===== src/rtl/bcd_display_ctrl_if.sv =====
// Request handshake bundle for the BCD display controller.
// The requester drives value/sign and holds valid until it sees ready.
interface bcd_display_ctrl_if;
    logic        req_valid;
    logic [31:0] req_data;
    logic        req_signed;
    logic        req_ready;

    modport master (
        output req_valid,
        output req_data,
        output req_signed,
        input  req_ready
    );

    modport slave (
        input  req_valid,
        input  req_data,
        input  req_signed,
        output req_ready
    );
endinterface


===== src/rtl/bcd_display_ctrl.sv =====
// Iterative binary-to-BCD converter (double-dabble) with held result
// and a leading-zero-blanking scan generator for a 10-digit display.
module bcd_display_ctrl #(
    parameter int unsigned SCAN_DIV = 50000
) (
    input  logic                 i_clk,
    input  logic                 i_rst_n,
    bcd_display_ctrl_if.slave    req,
    output logic                 o_busy,
    output logic                 o_done,
    output logic [39:0]          o_digits,
    output logic                 o_neg,
    output logic [9:0]           o_nz_mask,
    output logic [9:0]           o_scan_en,
    output logic [3:0]           o_scan_bcd,
    output logic                 o_scan_blank
);

    typedef enum logic [1:0] {
        IDLE  = 2'd0,
        SHIFT = 2'd1,
        DONE  = 2'd2
    } state_t;

    localparam int DW = (SCAN_DIV > 1) ? $clog2(SCAN_DIV) : 1;
    localparam logic [DW-1:0] DIV_TC = DW'(SCAN_DIV - 1);

    state_t      state;
    state_t      next_state;
    logic [31:0] mag;
    logic [39:0] scratch;
    logic [39:0] scr_adj;
    logic [9:0]  nz_next;
    logic        sign;
    logic [4:0]  cnt;
    logic        accept;

    logic [DW-1:0] div_cnt;
    logic [3:0]    idx;
    logic [5:0]    bit_ofs;

    assign req.req_ready = (state == IDLE);
    assign o_busy        = (state == SHIFT) || (state == DONE);
    assign accept        = req.req_valid && (state == IDLE);

    always_comb begin
        scr_adj = scratch;
        for (int k = 0; k < 10; k++) begin
            if (scratch[4*k +: 4] >= 4'd5) begin
                scr_adj[4*k +: 4] = scratch[4*k +: 4] + 4'd3;
            end
        end
    end

    // A digit is significant if it or any more significant digit is nonzero.
    always_comb begin
        nz_next    = '0;
        nz_next[9] = |scratch[39:36];
        for (int k = 8; k >= 1; k--) begin
            nz_next[k] = nz_next[k+1] | (|scratch[4*k +: 4]);
        end
        nz_next[0] = 1'b1;
    end

    always_comb begin
        next_state = state;
        unique case (state)
            IDLE:    if (accept) next_state = SHIFT;
            SHIFT:   if (cnt == 5'd31) next_state = DONE;
            DONE:    next_state = IDLE;
            default: next_state = IDLE;
        endcase
    end

    always_ff @(posedge i_clk or negedge i_rst_n) begin
        if (!i_rst_n) begin
            state <= IDLE;
        end else begin
            state <= next_state;
        end
    end

    always_ff @(posedge i_clk or negedge i_rst_n) begin
        if (!i_rst_n) begin
            mag       <= '0;
            scratch   <= '0;
            sign      <= 1'b0;
            cnt       <= '0;
            o_done    <= 1'b0;
            o_digits  <= '0;
            o_neg     <= 1'b0;
            o_nz_mask <= 10'h001;
        end else begin
            o_done <= 1'b0;
            unique case (state)
                IDLE: begin
                    if (accept) begin
                        if (req.req_signed && req.req_data[31]) begin
                            mag <= ~req.req_data + 32'd1;
                        end else begin
                            mag <= req.req_data;
                        end
                        sign    <= req.req_signed & req.req_data[31];
                        scratch <= '0;
                        cnt     <= '0;
                    end
                end
                SHIFT: begin
                    scratch <= {scr_adj[38:0], mag[31]};
                    mag     <= {mag[30:0], 1'b0};
                    cnt     <= cnt + 5'd1;
                end
                DONE: begin
                    o_digits  <= scratch;
                    o_neg     <= sign;
                    o_nz_mask <= nz_next;
                    o_done    <= 1'b1;
                end
                default: ;
            endcase
        end
    end

    always_ff @(posedge i_clk or negedge i_rst_n) begin
        if (!i_rst_n) begin
            div_cnt <= '0;
            idx     <= '0;
        end else if (div_cnt == DIV_TC) begin
            div_cnt <= '0;
            idx     <= (idx == 4'd9) ? 4'd0 : idx + 4'd1;
        end else begin
            div_cnt <= div_cnt + 1'b1;
        end
    end

    assign bit_ofs      = {idx, 2'b00};
    assign o_scan_en    = 10'd1 << idx;
    assign o_scan_bcd   = o_digits[bit_ofs +: 4];
    assign o_scan_blank = ~o_nz_mask[idx];

endmodule


===== src/flat_wrapper.sv =====
// flat-port wrapper written by rule: the top's interface ports become plain ports
module bcd_display_ctrl_flat 
#(
    parameter int unsigned SCAN_DIV = 50000
)
  (i_clk, i_rst_n, o_busy, o_done, o_digits, o_neg, o_nz_mask, o_scan_en, o_scan_bcd, o_scan_blank, req_req_valid, req_req_data, req_req_signed, req_req_ready);
  bcd_display_ctrl_if req_i ();
  input  logic i_clk;
  input  logic i_rst_n;
  output logic o_busy;
  output logic o_done;
  output logic [39:0] o_digits;
  output logic o_neg;
  output logic [9:0] o_nz_mask;
  output logic [9:0] o_scan_en;
  output logic [3:0] o_scan_bcd;
  output logic o_scan_blank;
  input wire logic [$bits(req_i.req_valid)-1:0] req_req_valid;
  input wire logic [$bits(req_i.req_data)-1:0] req_req_data;
  input wire logic [$bits(req_i.req_signed)-1:0] req_req_signed;
  output wire logic [$bits(req_i.req_ready)-1:0] req_req_ready;
  assign req_i.req_valid = req_req_valid;
  assign req_i.req_data = req_req_data;
  assign req_i.req_signed = req_req_signed;
  assign req_req_ready = req_i.req_ready;
  bcd_display_ctrl #(.SCAN_DIV(SCAN_DIV)) u_core (.i_clk(i_clk), .i_rst_n(i_rst_n), .req(req_i), .o_busy(o_busy), .o_done(o_done), .o_digits(o_digits), .o_neg(o_neg), .o_nz_mask(o_nz_mask), .o_scan_en(o_scan_en), .o_scan_bcd(o_scan_bcd), .o_scan_blank(o_scan_blank));
endmodule

===== config.mk =====
export PLATFORM = sky130hd
export DESIGN_NAME = bcd_display_ctrl_flat
export DESIGN_NICKNAME = d
export VERILOG_FILES = /design/src/rtl/bcd_display_ctrl_if.sv /design/src/rtl/bcd_display_ctrl.sv /design/src/flat_wrapper.sv
export SDC_FILE = /design/constraint.sdc
export NUM_CORES = 1
export LEC_CHECK = 0
export BUFFER_PORTS_ARGS = -buffer_cell sky130_fd_sc_hd__buf_2
export CORE_MARGIN = 4
export CORE_UTILIZATION = 61
export CTS_BUF_LIST = sky130_fd_sc_hd__clkbuf_4 sky130_fd_sc_hd__clkbuf_8
export DETAILED_ROUTE_END_ITERATION = 16
export MAX_ROUTING_LAYER = met4
export PLACE_DENSITY = 0.8
export SLEW_MARGIN = 20
export SYNTH_ARGS = -nofsm -noshare
export SYNTH_HDL_FRONTEND = slang
export SYNTH_SLANG_ARGS = --single-unit
export TNS_END_PERCENT = 1

===== constraint.sdc =====
create_clock -name i_clk -period 3.8 [get_ports i_clk]
set_clock_uncertainty 0.05 [all_clocks]
set_input_delay 0.38 -clock i_clk [delete_from_list [all_inputs] [get_ports i_clk]]
set_output_delay 0.38 -clock i_clk [all_outputs]
set_load 0.05 [all_outputs]

==> flow_summary.ini, run 1 <==
[run_status]
status = finished with violations
violations = negative hold slack

[floorplan]
initial_utilization = 0.621
placementRows = 42
dieArea_mm2 = 0.0154
dieHeight_um = 124
die_width_um = 124
io_pins = 105
coreArea_mm2 = 0.0132

[power_and_ir_drop]
cellPowerDensity_mw_per_mm2 = 568
seqPwrFrac = 0.426
power.total_w = 0.00528
clockPowerShare = 0.227
cell_internal_pwr_w = 0.00316
p_comb_frac = 0.346
ir_drop_uv = 271
p_sw_w = 0.00212
leakage_nw = 4.31
netSwitchingFraction = 0.401

[clocking]
hold_buffers = 0
cts_tree = yes
cts-buffers-inserted = 17
clockBufferDepth = 2
ctsHtreeMaxLevel = 4
clk_pin_slew_ns = 0.09
clockRootBuffer = clkbuf_8
cts_setup_buffers = 0
ctsResizeCount = 0
cts_sinks = 151
insertion_delay_ns = 0.46

[critical_path]
start_kind = flip-flop
rr_worst_depth = 6
critPathKind = flip-flop to output pin
cp-end-kind = output pin
cp_cell_sequence = nor3b_1, a22oi_1, o21ai_0, buf_2
crit_required_ns = 3.37
worstPathMaxFanout = 21
worst-path-buf-inv = 1
r2r-end = u_core.mag[12]$_DFFE_PN0P_
reg2reg_from = u_core.state[0]$_DFFE_PN0P_
critPathMaxStageDelay_ns = 0.96
cpMaxStageDelayCell = dfrtp_1
rrSetupSlack_ns = 1.22
path_delay_family = flip-flops
crit_arrival_ns = 2.76

[sta]
fin_ws_ns = 0.610
holdWs_ns = -0.0565
final_hold_viol_count = 31
slew_violations = 0
fmax_mhz = 314
worst_slew_pin_slew_ns = 1.08
fin_crit_sh = 0.839
finalSetupViolations = 0
setup_tns_ns = 0
min_period_ns = 3.19
rsz0062_at_grt = no
relSlewSlack = 0.277

[cells_and_area]
nets = 966
diodes = 0
area_growth_pct = 13.1
design_area_mm2 = 0.00930
final_common_cell = dfrtp_1
post_route_cells_drive_above_1_share = 0.234
layout_common_cells = dfrtp_1, buf_2, a21oi_1, nor2_1, o21ai_0

[synth]
synth.yosys.warnings = 0
synth_area_leader_cell = dfrtp_1
synth_fa_ha_area_frac = 0.0578
yosys-mux-area-fraction = 0.0944
syn_inst = 802
synth_top_family_by_area = compound AO/OA/AOI/OAI gates
synth-main-ff-cell = dfrtp_1
synth-edff-count = 0
yosys.area_share.xor_xnor = 0.0543
seq_area_frac_synth = 0.460
ys_seq_elements = 151
synthDistinctLibCells = 60
syn-cell-area_mm2 = 0.00822
synthTopCellsByArea = dfrtp_1, ha_1, mux2_2
synth-simple-area-share = 0.137
synthArstFlopShare = 1.00
syn_avg_cell_area_um2 = 10.3
syn-num-nets = 876
yosys.area.top_type_share = 0.460
synth_compound_area_frac = 0.164

[route]
via_per_inst = 6.13
wire_per_inst_um = 18.3
first_pass_iters = 5
post-route-drc-count = 0
antenna_left = 0
drt_iter0_markers = 677
vias = 6628
wl_mm = 19.8

[grt]
grt.overflow.total = 0
antenna_found_initial = 0
grt_pass1_wl_mm = 32.4
grt_max_degree = 102
grt.total_usage = 0.277
grt_pass1_vias = 6425

[place]
portBuffers = 103
dp_slack_ns = 1.09
dp_hpwl_mm = 14.4
place_area_mm2 = 0.00891
gp_congestion = 0.926

[min_path]
hold_class = primary input to async pin

[job]
cap_violations = 0
how the worst max path moves through the flow:
stage | startpoint | endpoint | slack (ns) | depth (start not counted)
floorplan | u_core.idx[0]$_DFFE_PN0N_ | o_scan_blank | 0.1 | 4
global placement | u_core.idx[0]$_DFFE_PN0N_ | o_scan_blank | 1.13 | 5
detailed placement | u_core.idx[0]$_DFFE_PN0N_ | o_scan_bcd[0] | 1.09 | 4
CTS | u_core.idx[0]$_DFFE_PN0N_ | o_scan_blank | 0.60 | 5
global route | u_core.idx[0]$_DFFE_PN0N_ | o_scan_blank | 0.41 | 5
finish | u_core.idx[0]$_DFFE_PN0N_ | o_scan_bcd[3] | 0.61 | 4
kinds of logic (layout without fill, tap and decap cells):
family,after synthesis,after routing
fa+ha+maj,38,38
compound gates,214,214
flops,151,151
mux,61,61
other cells,1,1
simple gates,217,217
xor+xnor,51,51
buf+inv,69,172
synth_stat cells (all sizes together), types with 8 or more instances:
cell	number
ha	38
nor3b	9
a21oi	64
nor3	16
buf	10
xor2	24
o21ai	52
nand2	46
mux2i	10
a32o	10
or3	8
xnor2	27
inv	28
nor2	62
mux2	42
nand2b	17
o31ai	17
o22ai	28
clkbuf	31
dfrtp	151
mux4	9
nand3b	9
per-layer routing:
layer / up-vias / track usage / share of wire
li1: 3103 / - / -
met1: 3210 / 0.355 / 0.41
met2: 275 / 0.440 / 0.49
met3: 40 / 0.0527 / 0.065
met4: 0 / 0.106 / 0.028
met5: - / - / 0
worst register-to-register path: stages (launching register included):
cell      delay (ns)
dfrtp_1         0.40
inv_1           0.10
ha_1            0.32
mux2i_4         0.56
buf_4           0.44
or2_2           0.38
o221ai_1        0.17
state kept, by name, summed over array words and instances, names as in the netlist:
| signal | flops |
|---|---|
| u_core.mag | 32 |
| u_core.idx | 4 |
| u_core.cnt | 5 |
| u_core.o_digits | 40 |
| u_core.o_neg | 1 |
| u_core.div_cnt | 16 |
| u_core.o_nz_mask | 9 |
| u_core.scratch | 40 |
| u_core.o_done | 1 |
| u_core.sign | 1 |
| u_core.state | 2 |
power by group through the flow:
stage	Sequential, W	Clock [W]	Combinational, W
after global placement	0.00224	0	0.00172
after global routing	0.00229	0.00129	0.00204
after floorplan	0.00217	0	0.00135
after CTS	0.00224	0.00121	0.00182
after detailed placement	0.00227	0	0.00181
final	0.00225	0.00120	0.00183
layout make-up:
class / count / area, um^2
clock buffer: 18 / 248
clock inverter: 14 / 143
fill: 998 / 3950
inverter: 28 / 105
multi-input combinational: 582 / 4200
sequential: 151 / 3780
tap: 176 / 220
timing repair buffer: 112 / 602
stage by stage:
stage                     hold WS (ns)  cells  utilization
after floorplan                 0.0344    802            -
after global placement           0.394   1049        0.673
after detailed placement         0.408   1049        0.673
after CTS                      0.00275   1081        0.702
after global routing            0.0254   1081        0.702
final                          -0.0565   1081        0.702
Power figures use the tool's default switching activity.
==> run 2, diff against run 1 <==
CORE_UTILIZATION = 55   (was 61)
PLACE_DENSITY = 0.76   (was 0.8)
clock period = 2.8 ns   (was 3.8 ns; I/O delays follow)
==> flow_summary.ini, run 2 (same netlist as run 1, synthesis figures left out) <==
[run_status]
status = complete, no violations

[power_and_ir_drop]
p_comb_frac = 0.335
cellPowerDensity_mw_per_mm2 = 782
netSwitchingFraction = 0.372
cell_internal_pwr_w = 0.00466
ir_drop_uv = 425
p_sw_w = 0.00276
leakage_nw = 4.41
clockPowerShare = 0.253
seqPwrFrac = 0.412
power.total_w = 0.00742

[cells_and_area]
reg.largest.list = u_core.o_digits: 40 flops, u_core.scratch: 40 flops, u_core.mag: 32 flops
fillerInstances = 1168
layout_common_cells = dfrtp_1, buf_2, a21oi_1, nor2_1, o21ai_0
design_area_mm2 = 0.00949
final_common_cell = dfrtp_1
multi_input_area_mm2 = 0.00422
regArea_mm2 = 0.00378
area_growth_pct = 15.4
nets = 975
post_route_cells_drive_above_1_share = 0.246
diodes = 0

[floorplan]
placementRows = 44
dieArea_mm2 = 0.0170
initial_utilization = 0.564
dieHeight_um = 130
coreArea_mm2 = 0.0146
die_width_um = 130
io_pins = 105

[sta]
rsz0062_at_grt = no
finalSetupViolations = 0
slew_violations = 0
worst_slew_pin_slew_ns = 0.892
relSlewSlack = 0.405
final_hold_viol_count = 0
holdWs_ns = 0.0597
fmax_mhz = 379
fin_crit_sh = 0.941
min_period_ns = 2.64
setup_tns_ns = 0

[critical_path]
crit_arrival_ns = 2.31
crit_required_ns = 2.47
cpMaxStageDelayCell = mux4_2
rr_worst_depth = 8
r2r-end = u_core.scratch[39]$_DFFE_PN0P_
cp-end-kind = output pin
start_kind = flip-flop
critPathKind = flip-flop to output pin
setup.worst_path.start = u_core.idx[0]$_DFFE_PN0N_
cp_cell_sequence = buf_4, mux4_2, mux2i_1, o21ai_0, buf_2
rrSetupSlack_ns = 0.27
worstPathMaxFanout = 15
critPathMaxStageDelay_ns = 0.58
reg2reg_from = u_core.state[0]$_DFFE_PN0P_

[route]
drt_iter0_markers = 584
antenna_left = 0
first_pass_iters = 5
wl_mm = 19.2
wire_per_inst_um = 17.5
post-route-drc-count = 0
vias = 6611
via_per_inst = 6.02

[min_path]
min_delay_worst_endpoint = u_core.mag[31]$_DFFE_PN0P_
whs_path_depth = 2
min-delay-start = req_req_data[31]
hold_class = primary input to flip-flop

[grt]
grt_max_degree = 75
antenna_found_initial = 0
grt_pass1_vias = 6213
grt.overflow.total = 0
grt_pass1_wl_mm = 31.6
grt.total_usage = 0.241

[place]
dp_hpwl_mm = 13.6
place_area_mm2 = 0.00902
portBuffers = 103
gp_congestion = 0.886

[clocking]
clockBufferDepth = 2
ctsHtreeMaxLevel = 4
clk_pin_slew_ns = 0.08
cts-buffers-inserted = 17
cts_tree = yes
cts_sinks = 151
insertion_delay_ns = 0.45
clockRootBuffer = clkbuf_8

[job]
cap_violations = 0
## run 2: changes by cell type in the layout (fill, tap and decap cells not counted), sizes merged
| cell | change |
|---|---|
| buf | +8 |
| clkbuf | +6 |
| inv | -5 |
| bufinv | +3 |
| clkinv | -3 |
| clkinvlp | -1 |
| dlygate4sd3 | +1 |
## run 2: how the worst max path moves through the flow
| stage | end | cells past startpoint |
|---|---|---|
| floorplan | o_scan_en[5] | 3 |
| global placement | u_core.scratch[39]$_DFFE_PN0P_ | 8 |
| detailed placement | u_core.scratch[39]$_DFFE_PN0P_ | 8 |
| CTS | o_scan_blank | 7 |
| global route | o_scan_bcd[1] | 5 |
| finish | o_scan_bcd[2] | 5 |
## run 2: layout make-up
cell class / instances / area share
multi-input cells: 582 / 0.445
flip-flops and latches: 151 / 0.399
repair buffers: 121 / 0.0735
clock buffers: 24 / 0.0328
well taps: 184 / 0.0243
clock inverters: 8 / 0.0150
inverters: 28 / 0.0111
## run 2: metal layers
metal  up-vias  share of wire  global-route usage
met5         -              0                   -
met4         0          0.020              0.0740
met3        31          0.053              0.0385
met2       207           0.46               0.366
met1      3259           0.47               0.336
li1       3114              -                   -
## run 2: critical path, delay by kind of cell (launching register included)
family                 cells  cell delay, ns
buffers and inverters      2            0.52
AO/OA/AOI/OAI              1            0.09
flip-flops                 1            0.52
multiplexers               2            0.72
## run 2: stage by stage
stage	std cells	utilization	worst slack [ns]
3_3_place_gp	1065	0.618	0.417
3_5_place_dp	1065	0.618	0.331
5_1_grt	1098	0.650	0.0214
6_report	1098	0.650	0.165
4_1_cts	1098	0.650	0.103
2_1_floorplan	802	-	-0.119
## run 2: timing repair
item | CTS | global route
buffers inserted | 0 | 0
gates resized for setup | 1 | 1
hold buffers | 1 | 0
endpoints found under the setup margin | 2 | 1
endpoints found under the hold margin | 72 | 0
## run 2: power groups by stage
stage          Clock (W)  Combinational [W]  Sequential [W]
3_5_place_dp           0            0.00246         0.00309
6_report         0.00187            0.00248         0.00306
5_1_grt          0.00201            0.00278         0.00313
3_3_place_gp           0            0.00239         0.00308
2_1_floorplan          0            0.00183         0.00295
4_1_cts          0.00191            0.00248         0.00305
==> run 3, diff against run 2 <==
ABC_AREA = 1   (was unset)
==> flow_summary.ini, run 3 <==
[min_path]
hold_class = primary input to flip-flop

[synth]
seq_area_frac_synth = 0.430
syn-cell-area_mm2 = 0.00878
synth-main-ff-cell = dfrtp_1
synthDistinctLibCells = 44
syn_avg_cell_area_um2 = 7.49
synth_area_leader_cell = dfrtp_1
syn-num-nets = 1247
synthTopCellsByArea = dfrtp_1, nand2_1, o21ai_0
yosys.area.top_type_share = 0.430
synth_common_cells = nand2_1, inv_1, dfrtp_1
synthArstFlopShare = 1.00
ys_seq_elements = 151
synth.yosys.warnings = 0
syn_inst = 1173
yosysMostFrequentCell = nand2_1
synth-edff-count = 0

[floorplan]
io_pins = 105
dieArea_mm2 = 0.0181
die_width_um = 134
coreArea_mm2 = 0.0154
initial_utilization = 0.569
placementRows = 45
dieHeight_um = 134

[sta]
rsz0062_at_grt = no
min_period_ns = 2.65
worst_slew_pin_slew_ns = 0.681
relSlewSlack = 0.544
slew_violations = 0
finalSetupViolations = 0
fin_crit_sh = 0.947
final_hold_viol_count = 0
fmax_mhz = 377
setup_tns_ns = 0

[route]
drt_iter0_markers = 620
antenna_left = 0
wl_mm = 21.1
first_pass_iters = 6
post-route-drc-count = 0
vias = 7953
via_per_inst = 5.34
wire_per_inst_um = 14.2

[grt]
grt.overflow.total = 0
gr-usage-met3 = 0.0364
grtUsageMet2 = 0.378
busiest_layer = met2
grt_pass1_wl_mm = 35.3
grt.total_usage = 0.247
antenna_found_initial = 0
grtUsageMet1 = 0.339
grt_pass1_vias = 7397
grt_max_degree = 70

[clocking]
ctsResizeCount = 0
hold_buffers = 1
cts-buffers-inserted = 17
cts_setup_buffers = 0
clk_pin_slew_ns = 0.07
cts_tree = yes
cts_sinks = 151
insertion_delay_ns = 0.46
ctsHtreeMaxLevel = 4
clockBufferDepth = 2
clockRootBuffer = clkbuf_8

[place]
portBuffers = 103
gp_congestion = 0.910
dp_hpwl_mm = 15.4

[cells_and_area]
post_route_cells_drive_above_1_share = 0.137
diodes = 0
nets = 1339
final_common_cell = nand2_1
area_growth_pct = 13.1
reg.largest.list = u_core.o_digits: 40 flops, u_core.scratch: 40 flops, u_core.mag: 32 flops
post-route-util = 0.644
layout_common_cells = nand2_1, inv_1, dfrtp_1, nor2_1, o21ai_0
regArea_mm2 = 0.00378
fillerInstances = 1376
multi_input_area_mm2 = 0.00417

[critical_path]
cp-end-kind = output pin
crit_required_ns = 2.47
crit_arrival_ns = 2.32
worstPathMaxFanout = 11
rrSetupSlack_ns = 0.60
critPathKind = flip-flop to output pin
start_kind = flip-flop

[run_status]
status = complete, no violations

[job]
cap_violations = 0

[power_and_ir_drop]
cellPowerDensity_mw_per_mm2 = 794
ir_drop_uv = 532
leakage_nw = 5.00
run 3: cell families after synthesis:
group                      share of synthesized area
and+or+nand+nor                                0.256
AOI/OAI and AO/OA                              0.149
buffers and inverters                         0.0952
DFF                                            0.430
adders and majority gates                     0.0541
xor gates and xnor gates                      0.0140
other                                       0.000427
muxes                                        0.00128
run 3: worst paths after layout:
path                                              from                         endpoint  cells after the start
setup / recovery             u_core.idx[0]$_DFFE_PN0N_                    o_scan_bcd[0]                      7
min in group asynchronous                      i_rst_n  u_core.o_digits[14]$_DFFE_PN0P_                      2
hold / removal                         req_req_data[0]        u_core.mag[0]$_DFFE_PN0P_                      3
setup reg to reg           u_core.state[1]$_DFFE_PN0P_    u_core.scratch[2]$_DFFE_PN0P_                      6
hold reg to reg               u_core.o_neg$_DFFE_PN0P_         u_core.o_neg$_DFFE_PN0P_                      2
max in group asynchronous                      i_rst_n          u_core.sign$_DFFE_PN0P_                      3
run 3: worst max-delay path, cell delays in order, from the launching register on:
cell and delay, ns:
dfrtp_1 0.39, inv_1 0.08, nor2_1 0.24, inv_1 0.29, o22ai_1 0.26, o21ai_0 0.20
nand3_1 0.12, buf_2 0.27
run 3: per-layer routing:
| layer | vias up | wire length (um) |
|---|---|---|
| met3 | 32 | 1200 |
| li1 | 4003 | - |
| met4 | 0 | 406 |
| met2 | 275 | 9700 |
| met5 | - | 0 |
| met1 | 3643 | 9780 |
run 3: per-stage QoR:
| stage | hold slack, ns | setup WS, ns | total power (W) | area (um^2) | instances |
|---|---|---|---|---|---|
| 6_report | 0.0919 | 0.149 | 0.00788 | 9930 | 1489 |
| 3_3_place_gp | 0.291 | 0.674 | 0.00585 | 9430 | 1456 |
| 3_5_place_dp | 0.286 | 0.619 | 0.00594 | 9430 | 1456 |
| 2_1_floorplan | -0.0656 | 0.667 | 0.00525 | 8780 | 1173 |
| 5_1_grt | 0.118 | 0.0420 | 0.00843 | 9930 | 1489 |
| 4_1_cts | 0.0719 | 0.208 | 0.00791 | 9930 | 1489 |
run 3: cell type report:
type	count	area share
multi-input cells	824	0.420
flip-flops and latches	151	0.381
repair buffers	113	0.0629
inverters	158	0.0612
clock buffers	26	0.0354
well taps	211	0.0266
clock inverters	6	0.0134
run 3: where the power goes:
group / switching [W] / leakage (nW) / internal (W)
clock network: 0.000801 / 0.245 / 0.00117
logic: 0.00220 / 2.75 / 0.000838
registers: 0.000260 / 2.01 / 0.00261
total: 0.00326 / 5.00 / 0.00462
